$ cat src/rtl/xt_bus_pkg.sv
// Shared types and default slave decode table for the XT bus controller.
package xt_bus_pkg;

  typedef enum logic [1:0] {
    ST_IDLE,
    ST_ACCESS,
    ST_WAIT,
    ST_HOLD
  } state_e;

  localparam int unsigned DEF_NUM_SLAVES = 8;
  localparam int unsigned DEF_ADDR_W     = 20;
  localparam int unsigned DEF_DATA_W     = 8;
  localparam int unsigned DEF_MAX_WAIT   = 7;

  // Slave 7 .. slave 0; slave 5 overlaps slaves 3/4 in I/O space, slave 6 asks for more waits than supported.
  localparam logic [DEF_NUM_SLAVES*DEF_ADDR_W-1:0] DEF_SLV_BASE = {
    20'h00300, 20'hF0000, 20'h00000, 20'h00060,
    20'h00040, 20'h80000, 20'h40000, 20'h00000
  };
  localparam logic [DEF_NUM_SLAVES*DEF_ADDR_W-1:0] DEF_SLV_MASK = {
    20'hFFF00, 20'hF0000, 20'hFFF80, 20'hFFFF0,
    20'hFFFF0, 20'hF0000, 20'hC0000, 20'hC0000
  };
  localparam logic [DEF_NUM_SLAVES-1:0]   DEF_SLV_IO   = 8'b1011_1000;
  localparam logic [DEF_NUM_SLAVES*4-1:0] DEF_SLV_WAIT = {
    4'd0, 4'd9, 4'd2, 4'd1, 4'd3, 4'd0, 4'd2, 4'd1
  };

  function automatic int unsigned cnt_w(input int unsigned max_wait);
    return (max_wait < 1) ? 1 : $clog2(max_wait + 1);
  endfunction

  function automatic int unsigned idx_w(input int unsigned n);
    return (n < 2) ? 1 : $clog2(n);
  endfunction

  localparam int unsigned CNT_W = cnt_w(DEF_MAX_WAIT);

endpackage

$ cat src/rtl/xt_bus_ctrl_if.sv
// CPU-side strobes and slave-side channel signals of the XT bus controller.
interface xt_bus_if #(
  parameter int unsigned NUM_SLAVES = 8,
  parameter int unsigned ADDR_W     = 20,
  parameter int unsigned DATA_W     = 8
) ();
  logic [ADDR_W-1:0]            addr;
  logic                         iom;
  logic                         rd_n;
  logic                         wr_n;
  logic                         inta_n;
  logic [DATA_W-1:0]            cpu_dout;
  logic [DATA_W-1:0]            cpu_din;
  logic                         ready;
  logic [NUM_SLAVES-1:0]        slv_sel;
  logic                         slv_rd;
  logic                         slv_wr;
  logic [DATA_W-1:0]            slv_wdata;
  logic [NUM_SLAVES*DATA_W-1:0] slv_rdata;
  logic [DATA_W-1:0]            ivect;
  logic                         bus_err;

  modport master (
    output addr, iom, rd_n, wr_n, inta_n, cpu_dout, slv_rdata, ivect,
    input  cpu_din, ready, slv_sel, slv_rd, slv_wr, slv_wdata, bus_err
  );

  modport slave (
    input  addr, iom, rd_n, wr_n, inta_n, cpu_dout, slv_rdata, ivect,
    output cpu_din, ready, slv_sel, slv_rd, slv_wr, slv_wdata, bus_err
  );
endinterface

$ cat src/rtl/xt_addr_decoder.sv
// Combinational priority decoder: lowest-indexed slave whose masked base and space match wins.
module xt_addr_decoder
  import xt_bus_pkg::*;
#(
  parameter int unsigned                       NUM_SLAVES = DEF_NUM_SLAVES,
  parameter int unsigned                       ADDR_W     = DEF_ADDR_W,
  parameter logic [NUM_SLAVES*ADDR_W-1:0]      SLV_BASE   = DEF_SLV_BASE,
  parameter logic [NUM_SLAVES*ADDR_W-1:0]      SLV_MASK   = DEF_SLV_MASK,
  parameter logic [NUM_SLAVES-1:0]             SLV_IO     = DEF_SLV_IO,
  localparam int unsigned                      IDX_W      = idx_w(NUM_SLAVES)
) (
  input  logic [ADDR_W-1:0] addr_i,
  input  logic              iom_i,
  output logic              hit_o,
  output logic [IDX_W-1:0]  idx_o
);

  always_comb begin
    logic found;
    found = 1'b0;
    idx_o = '0;
    for (int unsigned i = 0; i < NUM_SLAVES; i++) begin
      if (!found && (SLV_IO[i] == iom_i) &&
          ((addr_i & SLV_MASK[i*ADDR_W +: ADDR_W]) == SLV_BASE[i*ADDR_W +: ADDR_W])) begin
        found = 1'b1;
        idx_o = IDX_W'(i);
      end
    end
    hit_o = found;
  end

endmodule

$ cat src/rtl/xt_bus_ctrl.sv
// XT bus controller: decodes CPU strobes into one-hot slave accesses with table-driven wait states.
module xt_bus_ctrl
  import xt_bus_pkg::*;
#(
  parameter int unsigned                  NUM_SLAVES = DEF_NUM_SLAVES,
  parameter int unsigned                  ADDR_W     = DEF_ADDR_W,
  parameter int unsigned                  DATA_W     = DEF_DATA_W,
  parameter int unsigned                  MAX_WAIT   = DEF_MAX_WAIT,
  parameter logic [NUM_SLAVES*ADDR_W-1:0] SLV_BASE   = DEF_SLV_BASE,
  parameter logic [NUM_SLAVES*ADDR_W-1:0] SLV_MASK   = DEF_SLV_MASK,
  parameter logic [NUM_SLAVES-1:0]        SLV_IO     = DEF_SLV_IO,
  parameter logic [NUM_SLAVES*4-1:0]      SLV_WAIT   = DEF_SLV_WAIT
) (
  input logic   clk_cpu,
  input logic   reset,
  xt_bus_if.slave bus
);

  localparam int unsigned IDX_W = idx_w(NUM_SLAVES);
  localparam int unsigned CW    = cnt_w(MAX_WAIT);

  state_e            state_q, state_d;
  logic              active_q;
  logic [CW-1:0]     cnt_q, cnt_d;
  logic [CW-1:0]     wait_q, wait_d;
  logic [IDX_W-1:0]  idx_q, idx_d;
  logic              hit_q, hit_d;
  logic              wr_q, wr_d;
  logic              err_q, err_d;
  logic [DATA_W-1:0] dout_q, dout_d;

  logic              dec_hit;
  logic [IDX_W-1:0]  dec_idx;
  logic [3:0]        wait_raw;
  logic [CW-1:0]     wait_clip;
  logic              act;
  logic              start;
  logic [DATA_W-1:0] cap_val;

  logic                  ready;
  logic [NUM_SLAVES-1:0] sel;
  logic                  srd;
  logic                  swr;
  logic                  berr;

  xt_addr_decoder #(
    .NUM_SLAVES (NUM_SLAVES),
    .ADDR_W     (ADDR_W),
    .SLV_BASE   (SLV_BASE),
    .SLV_MASK   (SLV_MASK),
    .SLV_IO     (SLV_IO)
  ) u_dec (
    .addr_i (bus.addr),
    .iom_i  (bus.iom),
    .hit_o  (dec_hit),
    .idx_o  (dec_idx)
  );

  assign act      = ~bus.rd_n | ~bus.wr_n;
  // Interrupt acknowledge swallows a coincident start; active_q still records it so it never fires late.
  assign start    = act & ~active_q & bus.inta_n;
  assign wait_raw = SLV_WAIT[dec_idx*4 +: 4];
  assign wait_clip = (32'(wait_raw) > MAX_WAIT) ? CW'(MAX_WAIT) : CW'(wait_raw);
  assign cap_val  = hit_q ? bus.slv_rdata[idx_q*DATA_W +: DATA_W] : '1;

  always_comb begin
    state_d = state_q;
    cnt_d   = cnt_q;
    wait_d  = wait_q;
    idx_d   = idx_q;
    hit_d   = hit_q;
    wr_d    = wr_q;
    err_d   = err_q;
    dout_d  = dout_q;
    unique case (state_q)
      ST_IDLE: begin
        if (start) begin
          state_d = ST_ACCESS;
          idx_d   = dec_idx;
          hit_d   = dec_hit;
          wr_d    = ~bus.wr_n;
          err_d   = ~dec_hit | (~bus.rd_n & ~bus.wr_n);
          wait_d  = dec_hit ? wait_clip : '0;
        end
      end
      ST_ACCESS: begin
        if (wait_q == '0) begin
          dout_d  = cap_val;
          state_d = ST_HOLD;
        end else begin
          cnt_d   = wait_q;
          state_d = ST_WAIT;
        end
      end
      ST_WAIT: begin
        if (cnt_q == CW'(1)) begin
          dout_d  = cap_val;
          cnt_d   = '0;
          state_d = ST_HOLD;
        end else begin
          cnt_d = cnt_q - CW'(1);
        end
      end
      ST_HOLD: begin
        if (bus.rd_n && bus.wr_n) state_d = ST_IDLE;
      end
      default: state_d = ST_IDLE;
    endcase
  end

  always_comb begin
    ready = 1'b1;
    sel   = '0;
    srd   = 1'b0;
    swr   = 1'b0;
    berr  = err_q && (state_q == ST_ACCESS);
    if ((state_q == ST_ACCESS) || (state_q == ST_WAIT)) begin
      ready = 1'b0;
      if (hit_q) begin
        sel[idx_q] = 1'b1;
        srd        = ~wr_q;
        swr        = wr_q && (state_q == ST_ACCESS);
      end
    end
    if (!bus.inta_n) begin
      ready = 1'b1;
      sel   = '0;
      srd   = 1'b0;
      swr   = 1'b0;
    end
  end

  always_ff @(posedge clk_cpu) begin
    if (reset) begin
      state_q  <= ST_IDLE;
      active_q <= 1'b1;
      cnt_q    <= '0;
      wait_q   <= '0;
      idx_q    <= '0;
      hit_q    <= 1'b0;
      wr_q     <= 1'b0;
      err_q    <= 1'b0;
      dout_q   <= '1;
    end else begin
      state_q  <= state_d;
      active_q <= act;
      cnt_q    <= cnt_d;
      wait_q   <= wait_d;
      idx_q    <= idx_d;
      hit_q    <= hit_d;
      wr_q     <= wr_d;
      err_q    <= err_d;
      dout_q   <= dout_d;
    end
  end

  assign bus.cpu_din   = bus.inta_n ? dout_q : bus.ivect;
  assign bus.ready     = ready;
  assign bus.slv_sel   = sel;
  assign bus.slv_rd    = srd;
  assign bus.slv_wr    = swr;
  assign bus.bus_err   = berr;
  assign bus.slv_wdata = bus.cpu_dout;

endmodule

$ cat src/flat_wrapper.sv
// flat-port wrapper written by rule: the top's interface ports become plain ports
module xt_bus_ctrl_flat import xt_bus_pkg::*;
#(
  parameter int unsigned                  NUM_SLAVES = DEF_NUM_SLAVES,
  parameter int unsigned                  ADDR_W     = DEF_ADDR_W,
  parameter int unsigned                  DATA_W     = DEF_DATA_W,
  parameter int unsigned                  MAX_WAIT   = DEF_MAX_WAIT,
  parameter logic [NUM_SLAVES*ADDR_W-1:0] SLV_BASE   = DEF_SLV_BASE,
  parameter logic [NUM_SLAVES*ADDR_W-1:0] SLV_MASK   = DEF_SLV_MASK,
  parameter logic [NUM_SLAVES-1:0]        SLV_IO     = DEF_SLV_IO,
  parameter logic [NUM_SLAVES*4-1:0]      SLV_WAIT   = DEF_SLV_WAIT
)
  (clk_cpu, reset, bus_addr, bus_iom, bus_rd_n, bus_wr_n, bus_inta_n, bus_cpu_dout, bus_slv_rdata, bus_ivect, bus_cpu_din, bus_ready, bus_slv_sel, bus_slv_rd, bus_slv_wr, bus_slv_wdata, bus_bus_err);
  xt_bus_if #(.NUM_SLAVES(NUM_SLAVES), .ADDR_W(ADDR_W), .DATA_W(DATA_W)) bus_i ();
  input logic clk_cpu;
  input logic reset;
  input wire logic [$bits(bus_i.addr)-1:0] bus_addr;
  input wire logic [$bits(bus_i.iom)-1:0] bus_iom;
  input wire logic [$bits(bus_i.rd_n)-1:0] bus_rd_n;
  input wire logic [$bits(bus_i.wr_n)-1:0] bus_wr_n;
  input wire logic [$bits(bus_i.inta_n)-1:0] bus_inta_n;
  input wire logic [$bits(bus_i.cpu_dout)-1:0] bus_cpu_dout;
  input wire logic [$bits(bus_i.slv_rdata)-1:0] bus_slv_rdata;
  input wire logic [$bits(bus_i.ivect)-1:0] bus_ivect;
  output wire logic [$bits(bus_i.cpu_din)-1:0] bus_cpu_din;
  output wire logic [$bits(bus_i.ready)-1:0] bus_ready;
  output wire logic [$bits(bus_i.slv_sel)-1:0] bus_slv_sel;
  output wire logic [$bits(bus_i.slv_rd)-1:0] bus_slv_rd;
  output wire logic [$bits(bus_i.slv_wr)-1:0] bus_slv_wr;
  output wire logic [$bits(bus_i.slv_wdata)-1:0] bus_slv_wdata;
  output wire logic [$bits(bus_i.bus_err)-1:0] bus_bus_err;
  assign bus_i.addr = bus_addr;
  assign bus_i.iom = bus_iom;
  assign bus_i.rd_n = bus_rd_n;
  assign bus_i.wr_n = bus_wr_n;
  assign bus_i.inta_n = bus_inta_n;
  assign bus_i.cpu_dout = bus_cpu_dout;
  assign bus_i.slv_rdata = bus_slv_rdata;
  assign bus_i.ivect = bus_ivect;
  assign bus_cpu_din = bus_i.cpu_din;
  assign bus_ready = bus_i.ready;
  assign bus_slv_sel = bus_i.slv_sel;
  assign bus_slv_rd = bus_i.slv_rd;
  assign bus_slv_wr = bus_i.slv_wr;
  assign bus_slv_wdata = bus_i.slv_wdata;
  assign bus_bus_err = bus_i.bus_err;
  xt_bus_ctrl #(.NUM_SLAVES(NUM_SLAVES), .ADDR_W(ADDR_W), .DATA_W(DATA_W), .MAX_WAIT(MAX_WAIT), .SLV_BASE(SLV_BASE), .SLV_MASK(SLV_MASK), .SLV_IO(SLV_IO), .SLV_WAIT(SLV_WAIT)) u_core (.clk_cpu(clk_cpu), .reset(reset), .bus(bus_i));
endmodule
$ cat config.mk
export PLATFORM = sky130hd
export DESIGN_NAME = xt_bus_ctrl_flat
export DESIGN_NICKNAME = d
export VERILOG_FILES = /design/src/rtl/xt_bus_pkg.sv /design/src/rtl/xt_bus_ctrl_if.sv /design/src/rtl/xt_addr_decoder.sv /design/src/rtl/xt_bus_ctrl.sv /design/src/flat_wrapper.sv
export SDC_FILE = /design/constraint.sdc
export NUM_CORES = 1
export LEC_CHECK = 0
export CAP_MARGIN = 20
export CORE_MARGIN = 2
export CORE_UTILIZATION = 36
export CTS_BUF_LIST = sky130_fd_sc_hd__clkbuf_16
export DETAILED_ROUTE_END_ITERATION = 16
export GPL_ROUTABILITY_DRIVEN = 0
export PLACE_DENSITY_LB_ADDON = 0.15
export SLEW_MARGIN = 15
export SYNTH_ARGS = -nofsm -noshare
export SYNTH_HDL_FRONTEND = slang
export SYNTH_SLANG_ARGS = --single-unit
$ cat constraint.sdc
create_clock -name clk_cpu -period 2.8 [get_ports clk_cpu]
set_clock_uncertainty 0.15 [all_clocks]
set_input_delay 0.56 -clock clk_cpu [delete_from_list [all_inputs] [get_ports clk_cpu]]
set_output_delay 0.56 -clock clk_cpu [all_outputs]
set_load 0.005 [all_outputs]
# After elaboration in Yosys (flattened, before gate mapping)
# Index checks and enable logic that the tools add are counted.
dict set report word_totals {
  register_bits 23
  latch_bits 0
  ramBits 0
  romBits 0
  in_bits 106
  out_inout_bits 28
  elab_cells 120
  n_memories 0
}
dict set report classes {
  add_sub_neg 1
  mul 0
  n_div 0
  magnitude_cmp 3
  eq_ne 15
  shifts 2
  muxes 43
  bitwise 11
  n_reduce_logical 36
}
# cell n
set ops {}
lappend ops {{variable part select 64 x 7 -> 8 bit} 1}
lappend ops {{2-to-1 mux 8 bit} 7}
lappend ops {{zero test 20 bit} 2}
lappend ops {{equality test 16 x 3 -> 1 bit (second input constant)} 2}
lappend ops {{variable part select 32 x 6 -> 4 bit (first input constant)} 1}
lappend ops {{2-to-1 mux 3 bit} 8}
lappend ops {{logical AND 1 bit} 19}
lappend ops {{2-to-1 mux 1 bit} 19}
lappend ops {{one-hot mux 8 bit (2 select lines)} 1}
lappend ops {{equality test 12 x 2 -> 1 bit (second input constant)} 1}
lappend ops {{2-to-1 mux 2 bit} 5}
lappend ops {{equality test 4 bit (second input constant)} 2}
lappend ops {{!= test 2 x 1 -> 1 bit (second input constant)} 4}
lappend ops {{one-hot mux 2 bit (4 select lines)} 1}
lappend ops {{zero test 1 bit} 7}
lappend ops {{inverter 1 bit} 6}
lappend ops {{one-hot mux 3 bit (2 select lines)} 1}
lappend ops {{AND reduction 3 bit} 2}
lappend ops {{equality test 2 x 1 -> 1 bit (second input constant)} 2}
lappend ops {{equality test 2 bit (second input constant)} 2}
lappend ops {{> comparator 4 x 3 -> 1 bit (second input constant)} 1}
lappend ops {{< comparator 3 x 4 -> 1 bit (second input constant)} 1}
lappend ops {{AND reduction 2 bit} 2}
lappend ops {{bitwise AND 1 bit} 3}
lappend ops {{other kinds (10)} 11}

# Longest topological paths before layout
dict set report logic_depth {
  ltp_word 35
  depth_mapped 9
  depth_no_buf 9
}

# By module
# A second synthesis with hierarchy kept.
dict set report hier_totals {
  hier_cells 206
  hier_area_um2 2026.9
}
# mod instances cells_each area_each_um2 seq_area_each_um2
set modules_own_cells {}
lappend modules_own_cells {xt_bus_ctrl 1 185 1881.8 460.4}
lappend modules_own_cells {xt_addr_decoder 1 21 145.1 0.0}

# Worst setup path before layout
# No wires, ideal clock.
dict set report synth_timing {
  path_kind {input to register}
  startpoint {in bus_addr[13]}
  endpoint {reg u_core.wait_q[0]}
  setup_ns 0.124
  t_arrival_ns 2.048
  required_time_ns 2.526
  path_slack_ns 0.478
  stages 9
  n_path_buf 0
  cell_sequence {nor3b_1 nand4_1 nor2b_1 a211oi_1 ha_1 nor2_1 a32o_1 a21boi_1 o22ai_1}
}
dict set report synth_between {
  elab_chain_len 23
  word_cells_on_any_way 31
  cone_classes {1 x order compare; 3 x eq/ne; 1 x shift; 12 x mux; 14 x reduce/logical}
}
# element line_no
set synth_lines {}
lappend synth_lines {{from (decl)} flat_wrapper.sv:17} ;# input wire logic [$bits(bus_i.addr)-1:0] bus_addr;
lappend synth_lines {{equality test 16 x 3 -> 1 bit} xt_addr_decoder.sv:24} ;# ((addr_i & SLV_MASK[i*ADDR_W +: ADDR_W]) == SLV_BASE[i*ADDR_W +: ADDR_W])) begin
lappend synth_lines {{logical AND 1 bit} xt_addr_decoder.sv:23} ;# if (!found && (SLV_IO[i] == iom_i) &&
lappend synth_lines {{2-to-1 mux 1 bit} xt_addr_decoder.sv:23}
lappend synth_lines {{zero test 1 bit} xt_addr_decoder.sv:23}
lappend synth_lines {{logical AND 1 bit (2 in series)} xt_addr_decoder.sv:23}
lappend synth_lines {{2-to-1 mux 1 bit} xt_addr_decoder.sv:23}
lappend synth_lines {{zero test 1 bit} xt_addr_decoder.sv:23}
lappend synth_lines {{logical AND 1 bit (2 in series)} xt_addr_decoder.sv:23}
lappend synth_lines {{[... 4 more ...]} --}
lappend synth_lines {{2-to-1 mux 1 bit} xt_addr_decoder.sv:23}
lappend synth_lines {{zero test 1 bit} xt_addr_decoder.sv:23}
lappend synth_lines {{logical AND 1 bit (2 in series)} xt_addr_decoder.sv:23}
lappend synth_lines {{2-to-1 mux 3 bit} xt_addr_decoder.sv:23}
lappend synth_lines {{variable part select 32 x 6 -> 4 bit} xt_bus_ctrl.sv:62} ;# assign wait_raw = SLV_WAIT[dec_idx*4 +: 4];
lappend synth_lines {{> comparator 4 x 3 -> 1 bit} xt_bus_ctrl.sv:63} ;# assign wait_clip = (32'(wait_raw) > MAX_WAIT) ? CW'(MAX_WAIT) : CW'(wait_raw);
lappend synth_lines {{2-to-1 mux 3 bit} xt_bus_ctrl.sv:63}
lappend synth_lines {{2-to-1 mux 3 bit *} xt_bus_ctrl.sv:83} ;# wait_d = dec_hit ? wait_clip : '0;
lappend synth_lines {{to (signal assigned)} xt_bus_ctrl.sv:148} ;# wait_q <= wait_d;
lappend synth_lines {{to (decl)} xt_bus_ctrl.sv:25} ;# logic [CW-1:0] wait_q, wait_d;
# Mark *: on every way between the ends. The rest lies on a longest branch, timed or not.
# A chain may end at the register's enable or synchronous reset.

# Worst setup path after layout
dict set report layout_timing {
  startpoint {reg u_core.state_q[0]}
  endpoint {out bus_slv_sel[3]}
}
dict set report layout_between {
  elab_chain_len 4
  word_cells_on_any_way 5
  cone_classes {2 x eq/ne; 2 x mux; 1 x reduce/logical}
}
# element line_no
set layout_lines {}
lappend layout_lines {{from (decl)} xt_bus_ctrl.sv:22} ;# state_e state_q, state_d;
lappend layout_lines {{from (signal assigned)} xt_bus_ctrl.sv:145} ;# state_q <= state_d;
lappend layout_lines {{equality test 2 x 1 -> 1 bit / equality test 2 bit (equally long branches)} xt_bus_ctrl.sv:117} ;# if ((state_q == ST_ACCESS) || (state_q == ST_WAIT)) begin
lappend layout_lines {{logical OR 1 bit *} xt_bus_ctrl.sv:117}
lappend layout_lines {{2-to-1 mux 8 bit *} xt_bus_ctrl.sv:117}
lappend layout_lines {{2-to-1 mux 8 bit *} xt_bus_ctrl.sv:125} ;# if (!bus.inta_n) begin
lappend layout_lines {{to (decl)} flat_wrapper.sv:27} ;# output wire logic [$bits(bus_i.slv_sel)-1:0] bus_slv_sel;
# Marks and branches as above.

==> key figures <==
Routing
  – Antenna Nets Post-Route: 0
  – Routed via count: approximately 2000
  – WL/cell: 14.72 um
  – Vias per cell: approximately 5.2
  – Final WL: between 5000 and 6000 um
  – DR iter-0 viols: 73
  – DR pass1 iterations: 4
  – # DRC: 0

Clock tree
  – Reg clk slew, reported paths: about 60 ps
  – CTS tree: yes
  – Clock latency on the worst-skew pair: around 250 ps
  – Clock Sinks: 23
  – Post-CTS Hold Fix Bufs: 0
  – Max clock buf depth: 2
  – Total CTS buffers: 3
  – H-tree Lvls: 1
  – Clk root buf: clkbuf_16

Timing
  – Final Slew Violations: 0
  – Post-layout minimum cycle time: around 2700 ps
  – Max Freq: 374.6 MHz
  – Slew of the pin with the lowest slew margin: approximately 550 ps
  – Final Hold Fails: 0
  – Relative slew slack: a little over three fifths
  – Fin crit share: 95.33%
  – RSZ-0062 raised after global routing: no
  – Final setup viols: 0
  – Hold slack: ~310 ps

Final layout
  – Design area: roughly 0.0033 mm2
  – Fillers: ~460
  – Area of the multi-input gates: 0.001340 mm2
  – Reg area: 462.9 um2
  – Share of cells above drive strength 1: between 10% and 20%
  – Synthesis-to-layout area growth: 69.58%
  – End-of-flow core utilization: between 60% and 70%
  – Antenna diodes: 0
  – Nets@finish: between 400 and 500

Worst setup path
  – CP Cell Sequence: inv_1 -> ha_1 -> buf_4 -> nand4_1 -> nor2_1 -> clkdlybuf4s50_1
  – Crit path from: u_core.state_q[0]
  – Worst Path Required: between 2000 and 2500 ps
  – Critical path endpoint category: primary output
  – Maximum fanout along the worst path: 4
  – Worst EP arrival: 1960 ps
  – Crit Path Class: reg -> out
  – Worst Setup Start Kind: register
  – Slowest CP cell: clkdlybuf4s50_1
  – Reg2reg start: u_core.idx_q[1]
  – CP max stage delay: about 530 ps

Worst hold path
  – Worst hold path class: reg -> reg
  – Hold Startpoint: u_core.dout_q[5]

Synth
  – Yosys reg bits: 23
  – Syn Inst Count: around 210
  – Async set or reset register ratio after synthesis: 0%
  – Warnings, synthesis: 0
  – Top cell type's share of synthesized area: between 20% and 30%
  – Top cells by area, synth: dfxtp_1 24%, mux4_2 16%, mux2i_1 5.1%
  – Seq/Total Area, Yosys: a little under a quarter
  – Synthesized area per cell: 9.327 um2
  – Mapped cell area: between 0.0015 and 0.002 mm2
  – Area leader, netlist: dfxtp_1
  – Synth unique cells: 45
  – Net Count, Synth: between 300 and 400
  – Primary FF master, synth: dfxtp_1
  – EDFF count, synth: 0

Floorplan
  – Die height: a little under 80 um
  – Initial cell density of the core: 37.69%
  – Core Region: roughly 0.0052 mm2
  – Rows: 26
  – Die area: around 0.006 mm2
  – Chip width: 77.59 um
  – Ports: about 130

Pwr
  – Total Power: roughly 0.0015 W
  – Worst VDD drop: about 0.29 mV
  – Leakage: 1.230 nW
  – Power per standard cell area: ~450 mW/mm2

Global route
  – Antenna violations before repair: 0
  – Global route overflow: 0
  – First-pass GRT wire length: between 8000 and 9000 um
  – Vias in the first global route: 1986
  – Pin count of the biggest net entering global routing: 17
  – GRT Total Usage: about a fifth

Placement
  – Placement Cell Area: around 0.0032 mm2
  – HPWL after detailed placement: 4868 um
  – Port Buf Inserts: between 100 and 150

Flow run
  – Max Cap Viol: 0

Run status
  – Status: finished, final reports clean
[placed cells by master, fill, tap and decap left out, types with 4 or more instances in the layout]
cell type        instances
clkdlybuf4s50_1        105
a21oi_1                 12
ha_1                     7
nor3_1                   7
nand2b_1                 4
inv_1                   11
mux4_2                  14
a211o_1                  8
a211oi_1                 8
nor2_1                  26
mux2_2                   8
nand2_1                  8
dlygate4sd2_1            7
mux2i_1                 10
buf_4                   19
dfxtp_1                 21
[state kept, by name (all words and copies together), names as in the netlist]
| signal | cells |
|---|---|
| u_core.active_q | 1 |
| u_core.cnt_q | 3 |
| u_core.dout_q | 8 |
| u_core.err_q | 1 |
| u_core.hit_q | 1 |
| u_core.idx_q | 3 |
| u_core.state_q | 2 |
| u_core.wait_q | 3 |
| u_core.wr_q | 1 |
[through the flow]
step	std cells	worst slack, ps	setup TNS (ps)
2_1_floorplan	209	477.8	0
3_3_place_gp	392	-83.91	-647.0
3_5_place_dp	392	-116.3	-745.1
4_1_cts	396	3.325	0
5_1_grt	397	11.24	0
6_report	397	130.7	0
[repair_timing]
action / in CTS / in global routing
gates resized for setup: 9 / 4
setup endpoints to repair: 16 / 3
pin swaps: 3 / 3
buffers inserted: 0 / 1
[synth_stat cells (2+ instances only)]
cell,n
nand2_1,8
nor2_1,26
nand2b_1,4
buf_2,4
ha_1,7
o21ai_1,2
or3_1,2
nand4_1,3
mux4_2,14
nor3b_1,3
inv_1,10
mux2i_1,10
a211o_1,8
nand3b_1,2
dfxtp_1,23
mux2_2,8
nor2b_1,3
o21ai_0,2
buf_4,9
buf_1,3
or2_2,3
a21oi_1,12
a211oi_1,8
o22ai_1,3
nand3_1,2
mux4_1,2
clkbuf_1,3
nor3_1,8
[worst max-delay path, delay by kind of cell, from the launching register on]
family	cells	cell delay [ps]
flops	1	350
simple gates	2	280
buf+inv	3	760
fa+ha+maj	1	320
[cell type report]
class / count / share of cell area (%)
clock inverters: 1 / 0.1136
well taps: 70 / 2.650
repair buffers: 134 / 39.29
clock buffers: 3 / 2.271
inverters: 10 / 1.136
multi-input cells: 156 / 40.54
flip-flops and latches: 23 / 14.00
[report_power, final]
group / switching (W) / internal, W / total (W)
Clock: 0.000114 / 0.000190 / 0.000304
Sequential: 0.0000516 / 0.000409 / 0.000461
Combinational: 0.000295 / 0.000421 / 0.000716
[final timing paths]
check	end	slack, ps	depth (start not counted)
worst max-delay path	bus_slv_sel[3]	130	6
worst min-delay path	u_core.dout_q[5]	310	1
worst min register to register	u_core.dout_q[5]	310	1
worst max register to register	u_core.dout_q[1]	720	5
[layer usage]
layer  GRT usage [%]  part of all wire (%)  up-vias
li1                -                     -     1022
met2           34.57                    53       57
met3           3.605                   5.3       10
met5               0                     0        -
met4           5.893                   1.8        0
met1           21.42                    40      960
[kinds of logic after synthesis]
family,synth area share [%]
AND/OR/NAND/NOR,18.81
multiplexers,28.63
buffers and inverters,8.151
flip-flops,23.62
adder cells (fa/ha/maj),4.493
AO/OA/AOI/OAI,16.30
No activity file was read; power rests on OpenSTA's default activity.
